### config.mk
export PLATFORM = sky130hd
export DESIGN_NAME = sdram_mem_arbiter
export DESIGN_NICKNAME = d
export VERILOG_FILES = /design/src/rtl/sdram_mem_arbiter.sv
export SDC_FILE = /design/constraint.sdc
export NUM_CORES = 1
export LEC_CHECK = 0
export ABC_AREA = 1
export BUFFER_PORTS_ARGS = -buffer_cell sky130_fd_sc_hd__buf_2
export CAP_MARGIN = 0
export CELL_PAD_IN_SITES_DETAIL_PLACEMENT = 1
export CELL_PAD_IN_SITES_GLOBAL_PLACEMENT = 2
export CORE_ASPECT_RATIO = 0.5
export CORE_MARGIN = 2
export CORE_UTILIZATION = 27
export CTS_BUF_LIST = sky130_fd_sc_hd__clkbuf_2 sky130_fd_sc_hd__clkbuf_4 sky130_fd_sc_hd__clkbuf_8
export CTS_CLUSTER_SIZE = 40
export DETAILED_ROUTE_END_ITERATION = 16
export PLACE_DENSITY = 0.86
export SETUP_SLACK_MARGIN = 0.3
export SYNTH_ARGS = -nofsm -noshare
export SYNTH_HDL_FRONTEND = slang
export SYNTH_SLANG_ARGS = --single-unit
### constraint.sdc
create_clock -name iclk -period 2.7 [get_ports iclk]
set_input_delay 0.135 -clock iclk [delete_from_list [all_inputs] [get_ports iclk]]
set_output_delay 0.135 -clock iclk [all_outputs]
set_load 0.005 [all_outputs]
### src/rtl/sdram_mem_arbiter.sv
// sdram_mem_arbiter: round-robin arbiter between a read-only fetch client and a
// read/write data client, driving one SDRAM controller transaction at a time.
module sdram_mem_arbiter #(
    parameter int ADDR_W = 22,
    parameter int DATA_W = 128
) (
    input  logic              iclk,
    input  logic              ireset,
    input  logic              ifetch_req,
    input  logic [ADDR_W-1:0] ifetch_address,
    output logic              ofetch_accept,
    output logic              ofetch_valid,
    output logic [DATA_W-1:0] ofetch_data,
    input  logic              idata_req,
    input  logic              idata_we,
    input  logic [ADDR_W-1:0] idata_address,
    input  logic [DATA_W-1:0] idata_wdata,
    output logic              odata_accept,
    output logic              odata_valid,
    output logic [DATA_W-1:0] odata_rdata,
    output logic              oread_req,
    output logic [ADDR_W-1:0] oread_address,
    input  logic [DATA_W-1:0] iread_data,
    input  logic              iread_ack,
    output logic              owrite_req,
    output logic [ADDR_W-1:0] owrite_address,
    output logic [DATA_W-1:0] owrite_data,
    input  logic              iwrite_ack,
    input  logic              iin_use,
    output logic              obusy
);
    typedef enum logic [1:0] {IDLE, ISSUE, RESP} state_t;
    state_t state;
    logic last_data, grant_data, op_we, fetch_win, data_win, unused_in_use;
    // Fetch wins a tie unless it was the last client served.
    assign fetch_win     = ifetch_req && (!idata_req || last_data);
    assign data_win      = idata_req && !fetch_win;
    assign ofetch_accept = (state == IDLE) && fetch_win;
    assign odata_accept  = (state == IDLE) && data_win;
    assign obusy         = (state != IDLE);
    assign unused_in_use = iin_use;
    always_ff @(posedge iclk) begin
        if (!ireset) begin
            state          <= IDLE;
            last_data      <= 1'b1;
            grant_data     <= 1'b0;
            op_we          <= 1'b0;
            oread_req      <= 1'b0;
            owrite_req     <= 1'b0;
            oread_address  <= '0;
            owrite_address <= '0;
            owrite_data    <= '0;
            ofetch_valid   <= 1'b0;
            odata_valid    <= 1'b0;
            ofetch_data    <= '0;
            odata_rdata    <= '0;
        end else begin
            ofetch_valid <= 1'b0;
            odata_valid  <= 1'b0;
            case (state)
                IDLE: if (fetch_win || data_win) begin
                    grant_data <= data_win;
                    op_we      <= data_win && idata_we;
                    if (data_win && idata_we) begin
                        owrite_req     <= 1'b1;
                        owrite_address <= idata_address;
                        owrite_data    <= idata_wdata;
                    end else begin
                        oread_req     <= 1'b1;
                        oread_address <= data_win ? idata_address : ifetch_address;
                    end
                    state <= ISSUE;
                end
                ISSUE: if (!op_we && iread_ack) begin
                    oread_req <= 1'b0;
                    state     <= RESP;
                    if (grant_data) begin
                        odata_valid <= 1'b1;
                        odata_rdata <= iread_data;
                    end else begin
                        ofetch_valid <= 1'b1;
                        ofetch_data  <= iread_data;
                    end
                end else if (op_we && iwrite_ack) begin
                    owrite_req  <= 1'b0;
                    odata_valid <= 1'b1;
                    odata_rdata <= '0;
                    state       <= RESP;
                end
                RESP: begin
                    last_data <= grant_data;
                    state     <= IDLE;
                end
                default: state <= IDLE;
            endcase
        end
    end
endmodule

==> metrics.md, run 1 <==
| Metric | Value |
|---|---|
| RSZ-0062 raised after global routing | `no` |
| YS warnings | `0` |
| I/O Pins | `743` |
| Number of nets with antenna violations after routing | `0` |
| Worst r2r src | `state[1]` |
| Number of CTS-inserted buffers | `72` |
| Final hold viol count | `0` |
| PostCTS Resize Cnt | `0` |
| Final period util | `77.64%` |
| Routability cong. | `0.8787` |
| PD cells | `603.4 nW/um^2` |
| Vias in the first global route | `19930` |
| Max-cap viol count | `0` |
| Post-CTS Setup Bufs | `0` |
| Syn_nets | `2666` |
| Vias per cell | `4.537` |
| Die H | `181.4 um` |
| WP data required | `3.20 ns` |
| Crit. End Element | `register` |
| Actual slew at the worst max-slew pin | `0.9333 ns` |
| Avg Cell Area, Syn | `7.205 um^2` |
| Clock tree sinks | `437` |
| Worst Reg-to-Reg Cells | `5` |
| Final WS setup | `0.6036 ns` |
| Worst-skew pair later-pin latency | `0.63 ns` |
| Pleak | `13.63 nW` |
| First-pass GRT wire length | `115000 um` |
| CP Max Fanout | `33` |
| Final setup TNS | `0 ns` |
| Reg clk slew, reported paths | `0.07 ns` |
| Row cnt | `64` |
| Root buf cell | `clkbuf_8` |
| Internal reg-to-reg setup slack | `0.60 ns` |
| Worst Path Arrival | `2.60 ns` |
| Mapped Area | `16990 um^2` |
| Fin. max-slew vios | `0` |
| Post-synthesis cell count | `2358` |
| Core box area | `61660 um^2` |
| Overflow left after global routing | `0` |
| H-Tree Depth | `3` |
| # hold bufs at CTS | `306` |
| Global-route total usage across every layer | `22.72%` |
| Sequential cell area fraction in the yosys report | `51.50%` |
| DR WL/cell | `18.10 um` |
| Setup WS pre-CTS | `0.6159 ns` |
| Max-slew headroom | `37.78%` |
| Max clock buf depth | `3` |
| Beginning of the critical path | `state[1]` |
| Maximum VDD drop | `0.2320 mV` |
| Critical Path End | `owrite_data[5]` |
| Final HPWL DP | `50560 um` |
| Final min period | `2.096 ns` |
| Largest net degree at the start of global routing | `131` |
| FF+latch count, synth | `437` |
| DRC | `0` |
| Library cells used by synthesis | `22` |
| Status | `finished, final reports clean` |
| Initial antenna violation count | `6` |
| Hold WS | `0.2691 ns` |
| P&R area growth vs syn | `50.68%` |
| End of the worst register-to-register path | `owrite_data[5]` |
| Max Fclk | `477.0 MHz` |
| Layout cells sized above 1 | `26.67%` |
| Initial drt markers | `937` |
| Die area | `65070 um^2` |
| Post-Route WL | `76120 um` |
| Final nets | `3639` |
| Port Buf Inserts | `741` |
| Worst clock skew | `0.02695 ns` |
| First-pass iteration count of the detailed router | `5` |
| Min-delay worst type | `input pin to register` |
| Final setup fails | `0` |
| CTS tree | `built` |
| Kind of critical path | `register to register` |
| Die X-Extent | `358.7 um` |
| DR vias | `19080` |
| Critical path launch point type | `register` |
| Starting Density | `27.55%` |
[layout make-up]
class | count | area [um^2]
Timing Repair Buffer | 1073 | 7077
Inverter | 206 | 775.7
Tap cell | 825 | 1032
Clock buffer | 104 | 1294
Fill cell | 7848 | 36060
Multi-Input combinational cell | 1541 | 6550
Clock inverter | 14 | 106.4
Antenna cell | 6 | 15.01
Sequential cell | 437 | 8748
[critical path, stage by stage, from the launching register on]
cell     delay, ns
dfxtp_1       0.35
nor2_2        0.28
nand3_4       0.44
buf_4         0.40
nor2_1        0.36
nor2_1        0.12
[cell usage in the layout (no fill, tap or decap), types with 3 or more instances in the layout]
| cell | count |
|---|---|
| nand3_1 | 130 |
| inv_1 | 202 |
| clkbuf_4 | 22 |
| dlygate4sd3_1 | 306 |
| clkbuf_8 | 82 |
| buf_12 | 8 |
| o21ai_1 | 71 |
| clkinv_2 | 10 |
| diode_2 | 6 |
| buf_2 | 740 |
| nand4_1 | 128 |
| o21ai_0 | 82 |
| dfxtp_1 | 437 |
| nor2_1 | 606 |
| inv_2 | 3 |
| a21oi_1 | 5 |
| inv_6 | 3 |
| buf_4 | 18 |
| nand2_1 | 506 |
[cell usage after synthesis]
cell      number  area (um^2)
buf_8          1        15.01
nand2_2        1        6.260
a21oi_2        1        8.760
o21ai_1       71        355.3
inv_1        202        758.2
buf_4          6        45.04
a21oi_1        5        25.02
nor2_2         3        18.77
nand3_1      130        650.6
o21ai_0       82        410.4
buf_6         24        270.3
buf_2         80        400.4
nand3_2        2        20.02
nand2_1      508         1907
nor2_1       607         2278
buf_1          2        7.510
clkbuf_1      61        229.0
dfxtp_1      437         8748
o21ai_2        1        8.760
nand4_1      128        800.8
nor3_1         2        10.01
inv_2          4        15.01
[metrics by stage]
stage / power [mW] / cell area (um^2) / std cells / util, %
after floorplan: 8.199 / 16990 / 2358 / -
after global placement: 9.146 / 21120 / 3776 / 34.25
after detailed placement: 9.206 / 21120 / 3776 / 34.25
after CTS: 15.67 / 25580 / 4200 / 41.49
after global routing: 16.29 / 25600 / 4206 / 41.52
final: 15.45 / 25600 / 4206 / 41.52
[power breakdown]
| part | switching, mW | internal, mW |
|---|---|---|
| clock | 2.82 | 3.17 |
| combinational | 1.43 | 1.05 |
| sequential | 0.172 | 6.81 |
| total | 4.42 | 11.0 |
[routing by layer]
metal  vias up  share of wire [%]  track usage, %
met5         -                  0               0
met4         0                7.0           14.25
met3       260                4.1           4.643
met2       525                 51           40.81
met1      9018                 38           24.36
li1       9280                  -               -
[registers in the layout, summed over array words and instances, names as in the netlist]
name and cells:
owrite_data 128, oread_req 1, ofetch_data 128, odata_valid 1
owrite_address 22, odata_rdata 128, oread_address 22, op_we 1
last_data 1, ofetch_valid 1, owrite_req 1, state 2
grant_data 1
[how the worst min path moves through the flow]
stage                       from                  to  slack [ns]  cells after the start
6_report         idata_wdata[51]     owrite_data[51]        0.27                      4
5_1_grt          idata_wdata[62]     owrite_data[62]        0.23                      4
4_1_cts          idata_wdata[75]     owrite_data[75]        0.20                      4
3_5_place_dp     idata_wdata[63]     owrite_data[63]        0.36                      3
3_3_place_gp     idata_wdata[43]     owrite_data[43]        0.36                      3
2_1_floorplan  idata_address[13]  owrite_address[13]        0.27                      2
[cells by family (layout without fill, tap and decap cells)]
logic type	Yosys count	in the layout	share of synthesized area (%)
buf+inv	380	1397	10.24
simple gates	1381	1381	33.50
compound gates	160	160	4.758
other cells	0	6	0
flops	437	437	51.50
(Power assumes the default switching activity.)
==> inputs of run 2 (changes only) <==
- ABC_AREA: 1 -> 0
- CORE_UTILIZATION: 27 -> 23
- PLACE_DENSITY: 0.86 -> 0.78
- clock period: 2.7 -> 1.8 ns (I/O delays scaled with it)
==> run 2 against run 1 <==
  * The flow now finishes with violations (setup timing)
  * Sequential share of layout area is 3.9 points lower
  * Setup slack worse by 0.63 ns
  * Flip-flop and latch count stayed put
  * Clock power is 69% higher
  * Area after synthesis is 8.4% lower
  * Power is 59% higher
  * Core utilization is 1.7 points higher
  * Largest cell class is now buffers
==> metrics.md, run 2 <==
| Metric | Value |
|---|---|
| PD cells | `849.0 nW/um^2` |
| Kind of critical path | `register to output port` |
| Clock tree sinks | `437` |
| Top cell types by occurrence after synthesis | `nand2_1, dfxtp_1, a21oi_1` |
| Max Fclk | `548.8 MHz` |
| H-Tree Depth | `3` |
| Overflow left after global routing | `0` |
| P&R area growth vs syn | `86.03%` |
| Setup WS pre-CTS | `0.1186 ns` |
| Post-synthesis cell count | `1922` |
| Internal reg-to-reg setup slack | `0 ns` |
| Post-synth EDFFs | `0` |
| Actual slew at the worst max-slew pin | `0.8225 ns` |
| Die area | `69850 um^2` |
| Maximum VDD drop | `0.4672 mV` |
| CP Max Fanout | `2` |
| Ys flop type | `dfxtp_1` |
| Fin. max-slew vios | `0` |
| Worst Reg-to-Reg Cells | `9` |
| Core box area | `66900 um^2` |
| WP data required | `1.71 ns` |
| Switching part of the total | `27.65%` |
| Clk pwr share | `41.2%` |
| Port Buf Inserts | `741` |
| DR vias | `19100` |
| RSZ-0062 raised after global routing | `yes` |
| Vias in the first global route | `19290` |
| Starting Density | `23.25%` |
| Avg Cell Area, Syn | `8.093 um^2` |
| Final nets | `3375` |
| Number of CTS-inserted buffers | `73` |
| Largest net degree at the start of global routing | `131` |
| Async set-or-reset flop fraction in the synthesized netlist | `0%` |
| DRC | `0` |
| Root buf cell | `clkbuf_8` |
| Crit-path cells | `nor2_4 -> inv_2 -> or2_4 -> buf_8 -> inv_2 -> buf_6` |
| DR WL/cell | `23.09 um` |
| Vias per cell | `4.752` |
| Worst clock skew | `0.03021 ns` |
| Number of nets with antenna violations after routing | `0` |
| Overall power | `24.57 mW` |
| Die X-Extent | `371.8 um` |
| Failing checks | `setup timing` |
| Internal power | `17.77 mW` |
| Final period util | `101.2%` |
| Syn_nets | `2230` |
| FF+latch count, synth | `437` |
| Largest regs | `odata_rdata x128, ofetch_data x128, owrite_data x128` |
| Initial drt markers | `1026` |
| Comb pwr share | `17.1%` |
| Max-cap viol count | `0` |
| Min-delay worst type | `input pin to register` |
| Global-route total usage across every layer | `24.34%` |
| CP most frequent cell | `inv_2` |
| Hold WS | `0.1281 ns` |
| Sequential cell area fraction in the yosys report | `56.24%` |
| Commonest non-fill, non-tap cell in the layout | `buf_2` |
| Cell taking the most area after synthesis | `dfxtp_1` |
| Final min period | `1.822 ns` |
| Post-synth top area share | `56.24%` |
| Status | `complete, but fails checks` |
| I/O Pins | `743` |
| Sw power | `6.792 mW` |
| Critical path launch point type | `register` |
| Pleak | `12.71 nW` |
| Post-Route WL | `92830 um` |
| Crit. End Element | `output port` |
| Slowest CP cell | `dfxtp_4` |
| Crit-path max cell delay | `0.35 ns` |
| Reg clk slew, reported paths | `0.06 ns` |
| Seq pwr share | `41.6%` |
| Final setup fails | `4` |
| YS warnings | `0` |
| First-pass GRT wire length | `126500 um` |
| Row cnt | `67` |
| Max clock buf depth | `3` |
| Worst Path Arrival | `1.73 ns` |
| Synth area leaders | `dfxtp_1, nand2_1, a21oi_1` |
| Routability cong. | `0.9009` |
| Final HPWL DP | `53090 um` |
| Final hold viol count | `0` |
| Max-slew headroom | `45.17%` |
| Die H | `187.9 um` |
| Worst-skew pair later-pin latency | `0.71 ns` |
| Most common cell in the netlist | `nand2_1` |
| Initial antenna violation count | `7` |
| First-pass iteration count of the detailed router | `7` |
| Most frequent cells in the layout | `buf_2, nand2_1, dfxtp_1, dlygate4sd3_1, a21oi_1` |
| Library cells used by synthesis | `28` |
| Mapped Area | `15550 um^2` |
| Layout cells sized above 1 | `40.51%` |
| CTS tree | `built` |
| Hold Path Depth | `6` |
| Final WS setup | `-0.02201 ns` |
==> run 2: layout make-up <==
type                    instances  area (um^2)
fillers                      7893        37960
repair buffers               1231        10390
flip-flops and latches        437         8760
multi-input cells            1320         7032
clock buffers                 108         1349
well taps                     897         1122
clock inverters                15        237.7
inverters                       4        22.52
diodes                          8        20.02
==> run 2: routing by layer <==
layer	track usage, %	vias up	routed length (um)	share of wire, %
li1	-	8679	-	-
met1	28.96	9526	37600	41
met2	41.49	637	46220	50
met3	5.409	260	4410	4.8
met4	11.62	0	4593	4.9
met5	0	-	0	0
==> run 2: power groups by stage <==
stage          clock network, mW  logic (mW)  registers [mW]
2_1_floorplan                  0       0.971            10.4
6_report                    10.1        4.21            10.2
5_1_grt                     10.9        4.44            10.3
4_1_cts                     10.4        3.70            10.2
3_5_place_dp                   0        2.31            10.4
3_3_place_gp                   0        2.28            10.4
==> run 2: final timing paths <==
path,from,end
setup / recovery,state[0],ofetch_accept
hold / removal,idata_req,grant_data
setup reg to reg,state[0],ofetch_data[74]
hold reg to reg,owrite_address[0],owrite_address[0]
==> run 2: per-stage QoR <==
| stage | util [%] | std cells | instance area [um^2] | setup TNS, ns |
|---|---|---|---|---|
| finish | 43.26 | 4020 | 28940 | -0.03162 |
| global placement | 30.34 | 3443 | 20300 | 0 |
| global route | 43.26 | 4020 | 28940 | -3.589 |
| CTS | 40.81 | 3966 | 27300 | -0.08224 |
| detailed placement | 30.34 | 3443 | 20300 | 0 |
| floorplan | - | 1922 | 15550 | 0 |
==> run 2: worst max-delay path, delay by kind of cell (launching register included) <==
| kind | cells | cell delay (ns) |
|---|---|---|
| simple gates | 2 | 0.35 |
| flops | 1 | 0.35 |
| buf+inv | 4 | 0.32 |
==> run 2: timing repair <==
item                                    4_1_cts  5_1_grt
hold buffers                                306        0
cloned                                       43       26
pin swaps                                    53       78
endpoints found under the setup margin      377      438
resized for setup                           238      203
setup buffers                                51       20
hold endpoints to repair                    437        0
==> run 2: logic make-up (layout without fill, tap and decap cells) <==
kind of cell | Yosys count | in the layout | synth area share [%]
mux | 23 | 23 | 1.480
flops | 437 | 437 | 56.24
other cells | 0 | 8 | 0
simple gates | 856 | 856 | 21.98
compound gates | 440 | 441 | 14.78
buf+inv | 166 | 1358 | 5.526
==> inputs of run 3 (changes only) <==
- CELL_PAD_IN_SITES_DETAIL_PLACEMENT: 1 -> unset
- CELL_PAD_IN_SITES_GLOBAL_PLACEMENT: 2 -> unset
- CORE_AREA: unset -> 2 2 291 293
- CORE_ASPECT_RATIO: 0.5 -> unset
- CORE_MARGIN: 2 -> unset
- CORE_UTILIZATION: 23 -> unset
- DIE_AREA: unset -> 0 0 293 295
- PLACE_DENSITY: 0.78 -> 0.4
==> run 3 against run 2 <==
  * Register-to-register slack better by 0.03 ns
  * Highest routed layer unchanged
  * Largest power group is now the clock network
  * Wire length is 11% lower
  * The flow now finishes without violations
  * Power is 4.5% higher
  * Die area is 24% higher
  * Clock skew is 0.019 ns higher
  * Critical endpoint is now ofetch_data[96]
  * Via count is 5.6% lower
==> metrics.md, run 3 (synthesis results as in run 2) <==
| Metric | Value |
|---|---|
| Row cnt | `106` |
| Die H | `295 um` |
| Layout cells sized above 1 | `44.80%` |
| DR WL/cell | `19.32 um` |
| Post-Route WL | `82210 um` |
| Core box area | `83160 um^2` |
| Clk pwr share | `44.3%` |
| Worst Path Arrival | `2.30 ns` |
| Critical path launch point type | `register` |
| Final nets | `3409` |
| Clock tree sinks | `437` |
| Seq pwr share | `39.8%` |
| Hold WS | `0.09855 ns` |
| Vias per cell | `4.237` |
| Largest regs | `odata_rdata x128, ofetch_data x128, owrite_data x128` |
| First-pass GRT wire length | `111300 um` |
| Final hold viol count | `0` |
| Number of nets with antenna violations after routing | `0` |
| Global-route total usage across every layer | `16.90%` |
| Initial antenna violation count | `4` |
| DRC | `0` |
| RSZ-0062 raised after global routing | `yes` |
| Switching part of the total | `27.09%` |
| H-Tree Depth | `3` |
| Pleak | `13.29 nW` |
| PD cells | `860.3 nW/um^2` |
| Final HPWL DP | `49250 um` |
| DR vias | `18030` |
| CTS tree | `built` |
| Max-slew headroom | `48.47%` |
| Post-layout util | `35.90%` |
| Internal power | `18.73 mW` |
| WP data required | `2.32 ns` |
| Fin. max-slew vios | `0` |
| Vias in the first global route | `17610` |
| Worst clock skew | `0.04937 ns` |
| Min-delay worst type | `input pin to register` |
| Initial drt markers | `649` |
| Starting Density | `18.71%` |
| Sw power | `6.957 mW` |
| Crit. End Element | `register` |
| Max clock buf depth | `3` |
| Area of the multi-input gates | `7468 um^2` |
| Die area | `86440 um^2` |
| Storage element area | `8762 um^2` |
| Kind of critical path | `register to register` |
| Root buf cell | `clkbuf_8` |
| First-pass iteration count of the detailed router | `4` |
| Final setup fails | `0` |
| Comb pwr share | `15.9%` |
| Largest net degree at the start of global routing | `131` |
| Commonest non-fill, non-tap cell in the layout | `buf_2` |
| Reg clk slew, reported paths | `0.06 ns` |
| Final period util | `98.54%` |
| Max Fclk | `563.8 MHz` |
| Fillers | `8694` |
| I/O Pins | `743` |
| Max-cap viol count | `0` |
| Worst-skew pair later-pin latency | `0.70 ns` |
| Number of CTS-inserted buffers | `87` |
| Status | `finished, final reports clean` |
| Final min period | `1.774 ns` |
| Routability cong. | `0.7728` |
| Overflow left after global routing | `0` |
| Actual slew at the worst max-slew pin | `0.7730 ns` |
| Port Buf Inserts | `741` |
| P&R area growth vs syn | `91.92%` |
| Die X-Extent | `293 um` |
| Most frequent cells in the layout | `buf_2, nand2_1, dfxtp_1, dlygate4sd3_1, a21oi_1` |
| Maximum VDD drop | `0.4581 mV` |
| CP Max Fanout | `7` |
==> run 3: layer usage <==
layer / track usage [%] / wire, um / vias to the layer above
met5: 0 / 0 / -
met4: 5.629 / 2118 / 0
met3: 5.623 / 6755 / 129
met1: 20.01 / 33680 / 8436
met2: 28.66 / 39650 / 705
li1: - / - / 8756
==> run 3: layout make-up <==
class / count / area share, %
inverter: 4 / 0.09221
clock inverter: 18 / 0.7293
clock buffer: 142 / 5.855
antenna: 2 / 0.01677
tap: 1080 / 4.527
sequential: 437 / 29.35
timing repair buffer: 1250 / 34.41
multi-input combinational: 1321 / 25.02
==> run 3: path summary, 6_finish.rpt <==
check                  from                end  slack, ns  cells past startpoint
max                state[0]    ofetch_data[96]       0.03                      9
min               idata_req  oread_address[14]        0.1                      6
max reg2reg        state[0]    ofetch_data[96]       0.03                      9
min reg2reg  owrite_data[4]     owrite_data[4]       0.45                      2
==> run 3: worst max-delay path, cell delays in order, from the launching register on <==
cell and delay, ns:
dfxtp_4 0.36, buf_6 0.10, nand2b_4 0.07, or3_4 0.41, buf_12 0.16, buf_12 0.12, buf_8 0.13, buf_16 0.16
nand2_2 0.07, a21oi_1 0.05
==> run 3: metrics by stage <==
stage / worst slack (ns) / total power [mW] / TNS (ns) / instance area [um^2] / instances
after floorplan: 0.3471 / 11.39 / 0 / 15550 / 1922
after global routing: -0.05631 / 26.83 / -0.8773 / 29850 / 4254
after CTS: -0.06569 / 25.47 / -0.3177 / 27310 / 4182
final: 0.02619 / 25.68 / 0 / 29850 / 4254
after global placement: 0.1158 / 12.72 / 0 / 20610 / 3639
after detailed placement: 0.04974 / 12.73 / 0 / 20610 / 3639
==> run 3: power groups by stage <==
stage | logic [mW] | clock network (mW) | registers (mW)
final | 4.09 | 11.4 | 10.2
after global routing | 4.38 | 12.2 | 10.2
after CTS | 3.50 | 11.8 | 10.2
after detailed placement | 2.32 | 0 | 10.4
after global placement | 2.33 | 0 | 10.4
after floorplan | 0.971 | 0 | 10.4
==> run 3: repair_timing <==
| action | CTS | global route |
|---|---|---|
| hold buffers | 306 | 0 |
| gates resized for setup | 105 | 453 |
| setup buffers | 47 | 41 |
| pin swaps | 16 | 171 |
| setup endpoints to repair | 274 | 433 |
| gates cloned | 30 | 29 |
| endpoints found under the hold margin | 437 | 0 |
